[config.mk]
export PLATFORM = sky130hd
export DESIGN_NAME = adc_multich_reader
export DESIGN_NICKNAME = d
export VERILOG_FILES = /design/src/rtl/adc_multich_reader.sv
export SDC_FILE = /design/constraint.sdc
export NUM_CORES = 1
export LEC_CHECK = 0
export CAP_MARGIN = 0
export CORE_ASPECT_RATIO = 0.8
export CORE_MARGIN = 4
export CORE_UTILIZATION = 45
export DETAILED_ROUTE_END_ITERATION = 7
export GPL_ROUTABILITY_DRIVEN = 0
export PLACE_DENSITY = 0.81
export SETUP_SLACK_MARGIN = 0.2
export SYNTH_ARGS = -nofsm -noshare
export SYNTH_HDL_FRONTEND = slang
export SYNTH_SLANG_ARGS = --single-unit
[constraint.sdc]
create_clock -name clk -period 2 [get_ports clk]
set_clock_uncertainty 0.05 [all_clocks]
set_input_delay 0.2 -clock clk [delete_from_list [all_inputs] [get_ports clk]]
set_output_delay 0.2 -clock clk [all_outputs]
set_load 0.02 [all_outputs]
[src/rtl/adc_multich_reader.sv]
`default_nettype none
// ============================================================================
// Module   : adc_multich_reader
// Purpose  : Serial multi-channel ADC frame reader. It synchronises
//            drdy/dclk/din, shifts in NUM_CH x DATA_W bits per frame, and
//            presents all channels in parallel with a tick, a wrapping
//            sample counter and a selectable {counter, channel} word. It
//            also flags aborted frames.
// Options  : `define ADC_MULTICH_TIMEOUT_EN adds a dclk-inactivity timeout
//            abort. When it is not defined, timeout_o is tied to 0.
// Revision : 1.0 - initial release
// ============================================================================
module adc_multich_reader #(
   parameter int NUM_CH      = 2,
   parameter int DATA_W      = 24,
   parameter int CNT_W       = 8,
   parameter int SYNC_STAGES = 2,
   parameter int TIMEOUT_CYC = 4096
) (
   input  logic                       clk,
   input  logic                       reset,
   input  logic                       drdy_i,
   input  logic                       dclk_i,
   input  logic                       din_i,
   input  logic                       clr_err_i,
   input  logic [2:0]                 sel_i,
   output logic [NUM_CH*DATA_W-1:0]   ch_o,
   output logic                       tick_o,
   output logic [CNT_W-1:0]           sample_cnt_o,
   output logic                       frame_err_o,
   output logic                       timeout_o,
   output logic [CNT_W+DATA_W-1:0]    oreg_o
);

   localparam int TOTAL  = NUM_CH * DATA_W;
   localparam int BCNT_W = $clog2(TOTAL + 1);

   typedef enum logic [1:0] {
      IDLE  = 2'd0,
      ARMED = 2'd1,
      SHIFT = 2'd2,
      DONE  = 2'd3
   } state_t;

   state_t state, next_state;

   logic [SYNC_STAGES-1:0] drdy_sync, dclk_sync, din_sync;
   logic                   drdy_s, dclk_s, din_s;
   logic                   drdy_d, dclk_d;
   logic                   drdy_rise, drdy_fall, dclk_rise;

   logic [TOTAL-1:0]       shift_reg;
   logic [TOTAL-1:0]       next_shift;
   logic [TOTAL-1:0]       ordered;
   logic [BCNT_W-1:0]      bit_cnt;

   logic                   start, shift_en, last_bit, abort, tmo_abort, tmo_hit;
   logic [DATA_W-1:0]      sel_data;

   // Synchroniser chains for the asynchronous ADC inputs, plus the edge-detect flop
   always_ff @(posedge clk) begin
      if (reset) begin
         drdy_sync <= '0;
         dclk_sync <= '0;
         din_sync  <= '0;
         drdy_d    <= 1'b0;
         dclk_d    <= 1'b0;
      end else begin
         drdy_sync <= {drdy_sync[SYNC_STAGES-2:0], drdy_i};
         dclk_sync <= {dclk_sync[SYNC_STAGES-2:0], dclk_i};
         din_sync  <= {din_sync[SYNC_STAGES-2:0], din_i};
         drdy_d    <= drdy_s;
         dclk_d    <= dclk_s;
      end
   end

   // din shares the dclk chain depth, so it is aligned with the detected edge
   assign drdy_s    = drdy_sync[SYNC_STAGES-1];
   assign dclk_s    = dclk_sync[SYNC_STAGES-1];
   assign din_s     = din_sync[SYNC_STAGES-1];
   assign drdy_rise =  drdy_s & ~drdy_d;
   assign drdy_fall = ~drdy_s &  drdy_d;
   assign dclk_rise =  dclk_s & ~dclk_d;

   // The shift register holds channel 0 in its top slot once a frame is complete
   assign next_shift = {shift_reg[TOTAL-2:0], din_s};

   for (genvar k = 0; k < NUM_CH; k++) begin : g_ch_order
      assign ordered[k*DATA_W +: DATA_W] = next_shift[(NUM_CH-1-k)*DATA_W +: DATA_W];
   end

   // State register
   always_ff @(posedge clk) begin
      if (reset) state <= IDLE;
      else       state <= next_state;
   end

   // Next-state and control decode; an early drdy rise takes priority over a dclk edge
   always_comb begin
      next_state = state;
      start      = 1'b0;
      shift_en   = 1'b0;
      last_bit   = 1'b0;
      abort      = 1'b0;
      tmo_abort  = 1'b0;
      case (state)
         IDLE: begin
            if (drdy_s) next_state = ARMED;
         end
         ARMED: begin
            if (drdy_fall) begin
               next_state = SHIFT;
               start      = 1'b1;
            end
         end
         SHIFT: begin
            if (drdy_rise) begin
               abort      = 1'b1;
               next_state = IDLE;
            end else if (dclk_rise) begin
               shift_en = 1'b1;
               if (bit_cnt == BCNT_W'(TOTAL - 1)) begin
                  last_bit   = 1'b1;
                  next_state = DONE;
               end
            end else if (tmo_hit) begin
               abort      = 1'b1;
               tmo_abort  = 1'b1;
               next_state = IDLE;
            end
         end
         DONE: begin
            next_state = IDLE;
         end
         default: next_state = IDLE;
      endcase
   end

   // Frame datapath: outputs are loaded on the final edge so they are valid during DONE
   always_ff @(posedge clk) begin
      if (reset) begin
         shift_reg    <= '0;
         bit_cnt      <= '0;
         ch_o         <= '0;
         sample_cnt_o <= '0;
      end else begin
         if (start) begin
            shift_reg <= '0;
            bit_cnt   <= '0;
         end else if (shift_en) begin
            shift_reg <= next_shift;
            bit_cnt   <= bit_cnt + 1'b1;
         end
         if (last_bit) begin
            ch_o         <= ordered;
            sample_cnt_o <= sample_cnt_o + 1'b1;
         end
      end
   end

   assign tick_o = (state == DONE);

   // Sticky frame error; a new abort outranks a simultaneous clear
   always_ff @(posedge clk) begin
      if (reset) frame_err_o <= 1'b0;
      else       frame_err_o <= abort | (frame_err_o & ~clr_err_i);
   end

`ifdef ADC_MULTICH_TIMEOUT_EN
   localparam int TMO_W = $clog2(TIMEOUT_CYC + 1);

   logic [TMO_W-1:0] tmo_cnt;
   logic             timeout_flag;

   // Inactivity counter: restarts on every dclk edge and whenever SHIFT is (re)entered
   always_ff @(posedge clk) begin
      if (reset || start || dclk_rise || state != SHIFT) tmo_cnt <= '0;
      else                                               tmo_cnt <= tmo_cnt + 1'b1;
   end

   assign tmo_hit = (tmo_cnt == TMO_W'(TIMEOUT_CYC - 1));

   // Sticky timeout cause flag, same set-wins rule as frame_err_o
   always_ff @(posedge clk) begin
      if (reset) timeout_flag <= 1'b0;
      else       timeout_flag <= tmo_abort | (timeout_flag & ~clr_err_i);
   end

   assign timeout_o = timeout_flag;
`else
   // Without the timeout option the only abort cause is an early drdy rise
   logic unused_tmo;
   assign tmo_hit    = 1'b0;
   assign timeout_o  = 1'b0;
   assign unused_tmo = tmo_abort ^ (TIMEOUT_CYC != 0);
`endif

   // Register-interface word; out-of-range selects read back a zero data field
   always_comb begin
      sel_data = '0;
      for (int k = 0; k < NUM_CH; k++) begin
         if (sel_i == 3'(k)) sel_data = ch_o[k*DATA_W +: DATA_W];
      end
   end

   assign oreg_o = {sample_cnt_o, sel_data};

endmodule
`default_nettype wire

==> metrics.txt <==
largest net degree at the start of global routing=54; post-DP HPWL=7800 microns; highest metal used=met4; synth warn=0; Yosys reg bits=120; period utilisation layout=89.8%; Post-Synth Simple-Gate Area=23.2%; multiplexer share of the synthesized area=0%; htree depth=4; CP cell instances=and2b_2 -> nand3_2 -> or4_4 -> or3_4 -> a21oi_2; Setup WS pre-CTS=-0.164 ns; Cells after Synth=565; Synth top area share=52.8%; Final Util=66.2%; Final Max Slew Viols=0; Clk Latency, worst-skew pair=~0.4 ns; Antenna Violating Nets Remaining=0; input/output buffers=98; first-pass GRT wire length=20600 microns; commonest cells in the netlist=nand2_1, dfxtp_1, a21oi_1, clkbuf_1, a22o_1; Initial Util=46.6%; placed instance area=5640 sq um; Final Setup Violations=0; MaxCap Viol Count=0; drt pass-1 iters=4; crit path max fanout=4; CP delay by family, top=simple AND/OR/NAND/NOR gates; crit path time final=1.80 ns; Async S/R FF share, synth=0%; ranking of synthesized cells by area=dfxtp_1, nand2_1, a21oi_1; vias in the first global route=4129; hold buffers post-CTS=0; adder-cell share of the synthesized area=less than 1%; Setup crit start kind=register; Num CTS Buffers=17; complex-gate fraction of the synthesized area=about 16%; Die Height=98.0 microns; WP data arrival=2.09 ns; Post-Route M1 WL=5580 microns; max reg flops=48; slowest stage delay, CP=between 0.5 and 0.6 ns; Yosys cell types=34; met2 wire len=~6400 microns; met3 WL=~1200 microns; number of cell rows=32; Critical Path Stages=5; layout cells sized above 1=16.1%; total global routing track utilization=21.8%; global route overflow=0; RSZ-0062 raised after global routing=true; largest family of logic cells by synthesized area=simple AND/OR/NAND/NOR gates; CP Capture Type=register; register-to-register setup slack=0.20 ns; via count=4368; Power Dens Cells=861 nW/um^2; vias per cell=5.37; CP max stage cell=or4_4; DIE AREA=~12000 sq um; clock transition at the registers of the reported paths=around 0.060 ns; Placeable Area=9770 sq um; Final Hold Viols=0; hold path cells=2; clock root buffer=clkbuf_16; antenna diode count=0; Fmax=approximately 560 MHz; final wirelength=13400 microns; DRC=0; Syn Nets=576; Area Overhead vs Synth=42.1%; CTS tree=done; average size of a mapped cell=8.06 sq um; Post-Synth XOR/XNOR Area=under 10%; ys flop type=dfxtp_1; Synth Cell Area=4550 sq um; worst min path class=primary input to register; worst vdd ir=between 0.5 and 0.6 mV; WP buf/inv=0; Sink Count=120; max_slew headroom=66.6%; EDFF count, synth=0; leakage power=roughly 0.0024 uW; cell area after layout=6470 sq um; outcome=completed; Least-Margin Pin Slew=0.501 ns; critical setup path kind=register to register; Die X=120 microns; Clock Path Buffers=2; most numerous cell in the Yosys netlist=nand2_1; sequential area share after synthesis=52.8%; DR WL/cell=16.5 microns; leading area contributor after synthesis=dfxtp_1; initial DRC count=417; IO Count=100; r2r worst-path depth=5; initial antenna violation count=0; # nets final=676; Setup WS post-layout=0.205 ns; critical path required time=2.29 ns
==> logic make-up after synthesis <==
logic type	Yosys count
compound gates	130
fa+ha+maj	2
xor+xnor	10
simple gates	253
flops	120
other cells	1
buf+inv	49
==> timing repair <==
item                                    CTS  global route
cloned                                    2             3
resized for setup                        81            44
endpoints found under the setup margin   58            71
buffers inserted                          2            10
pin swaps                                 1             6
==> stage by stage <==
stage          power (uW)  cells  setup TNS (ns)  hold slack (ns)
2_1_floorplan        2510    565               0            0.278
3_3_place_gp         2550    765           -2.31            0.371
3_5_place_dp         2550    765           -2.98            0.376
4_1_cts              5590    801               0            0.100
5_1_grt              5730    814               0            0.117
6_report             5570    814               0            0.104
==> routing by layer <==
layer  vias up  track usage, %
met1      2068            27.1
met2       212            35.7
met3        23            7.87
li1       2065               -
met5         -               0
met4         0            6.01
==> worst paths after layout <==
check                     from              end
hold reg to reg   dclk_sync[0]     dclk_sync[1]
hold / removal           reset      frame_err_o
setup reg to reg      state[0]  sample_cnt_o[7]
setup / recovery      state[0]  sample_cnt_o[7]
==> power by group <==
part | internal [uW] | switching (uW)
Sequential | 2400 | 4.40
Combinational | 38.7 | 69.1
Clock | 1900 | 1160
Total | 4330 | 1230
==> placed cells by master (no fill, tap or decap), drive strengths merged, types with 11 or more instances in the layout <==
cell	n
nor2	15
clkdlybuf4s50	65
nand2	200
clkbuf	18
buf	43
dfxtp	120
a22o	24
clkdlybuf4s15	11
nor2b	11
a21oi	101
==> worst register-to-register path: stages (launching register included) <==
cell and delay, ns:
dfxtp_4 0.35, and2b_2 0.24, nand3_2 0.11, or4_4 0.51
or3_4 0.35, a21oi_2 0.13
==> layout make-up <==
| cell class | instances | area (sq um) |
|---|---|---|
| Clock buffer | 18 | 439 |
| Clock inverter | 14 | 164 |
| Fill cell | 783 | 3300 |
| Inverter | 1 | 3.75 |
| Multi-Input combinational cell | 397 | 2000 |
| Sequential cell | 120 | 2410 |
| Tap cell | 136 | 170 |
| Timing Repair Buffer | 128 | 1280 |
Power figures use the tool's default switching activity.
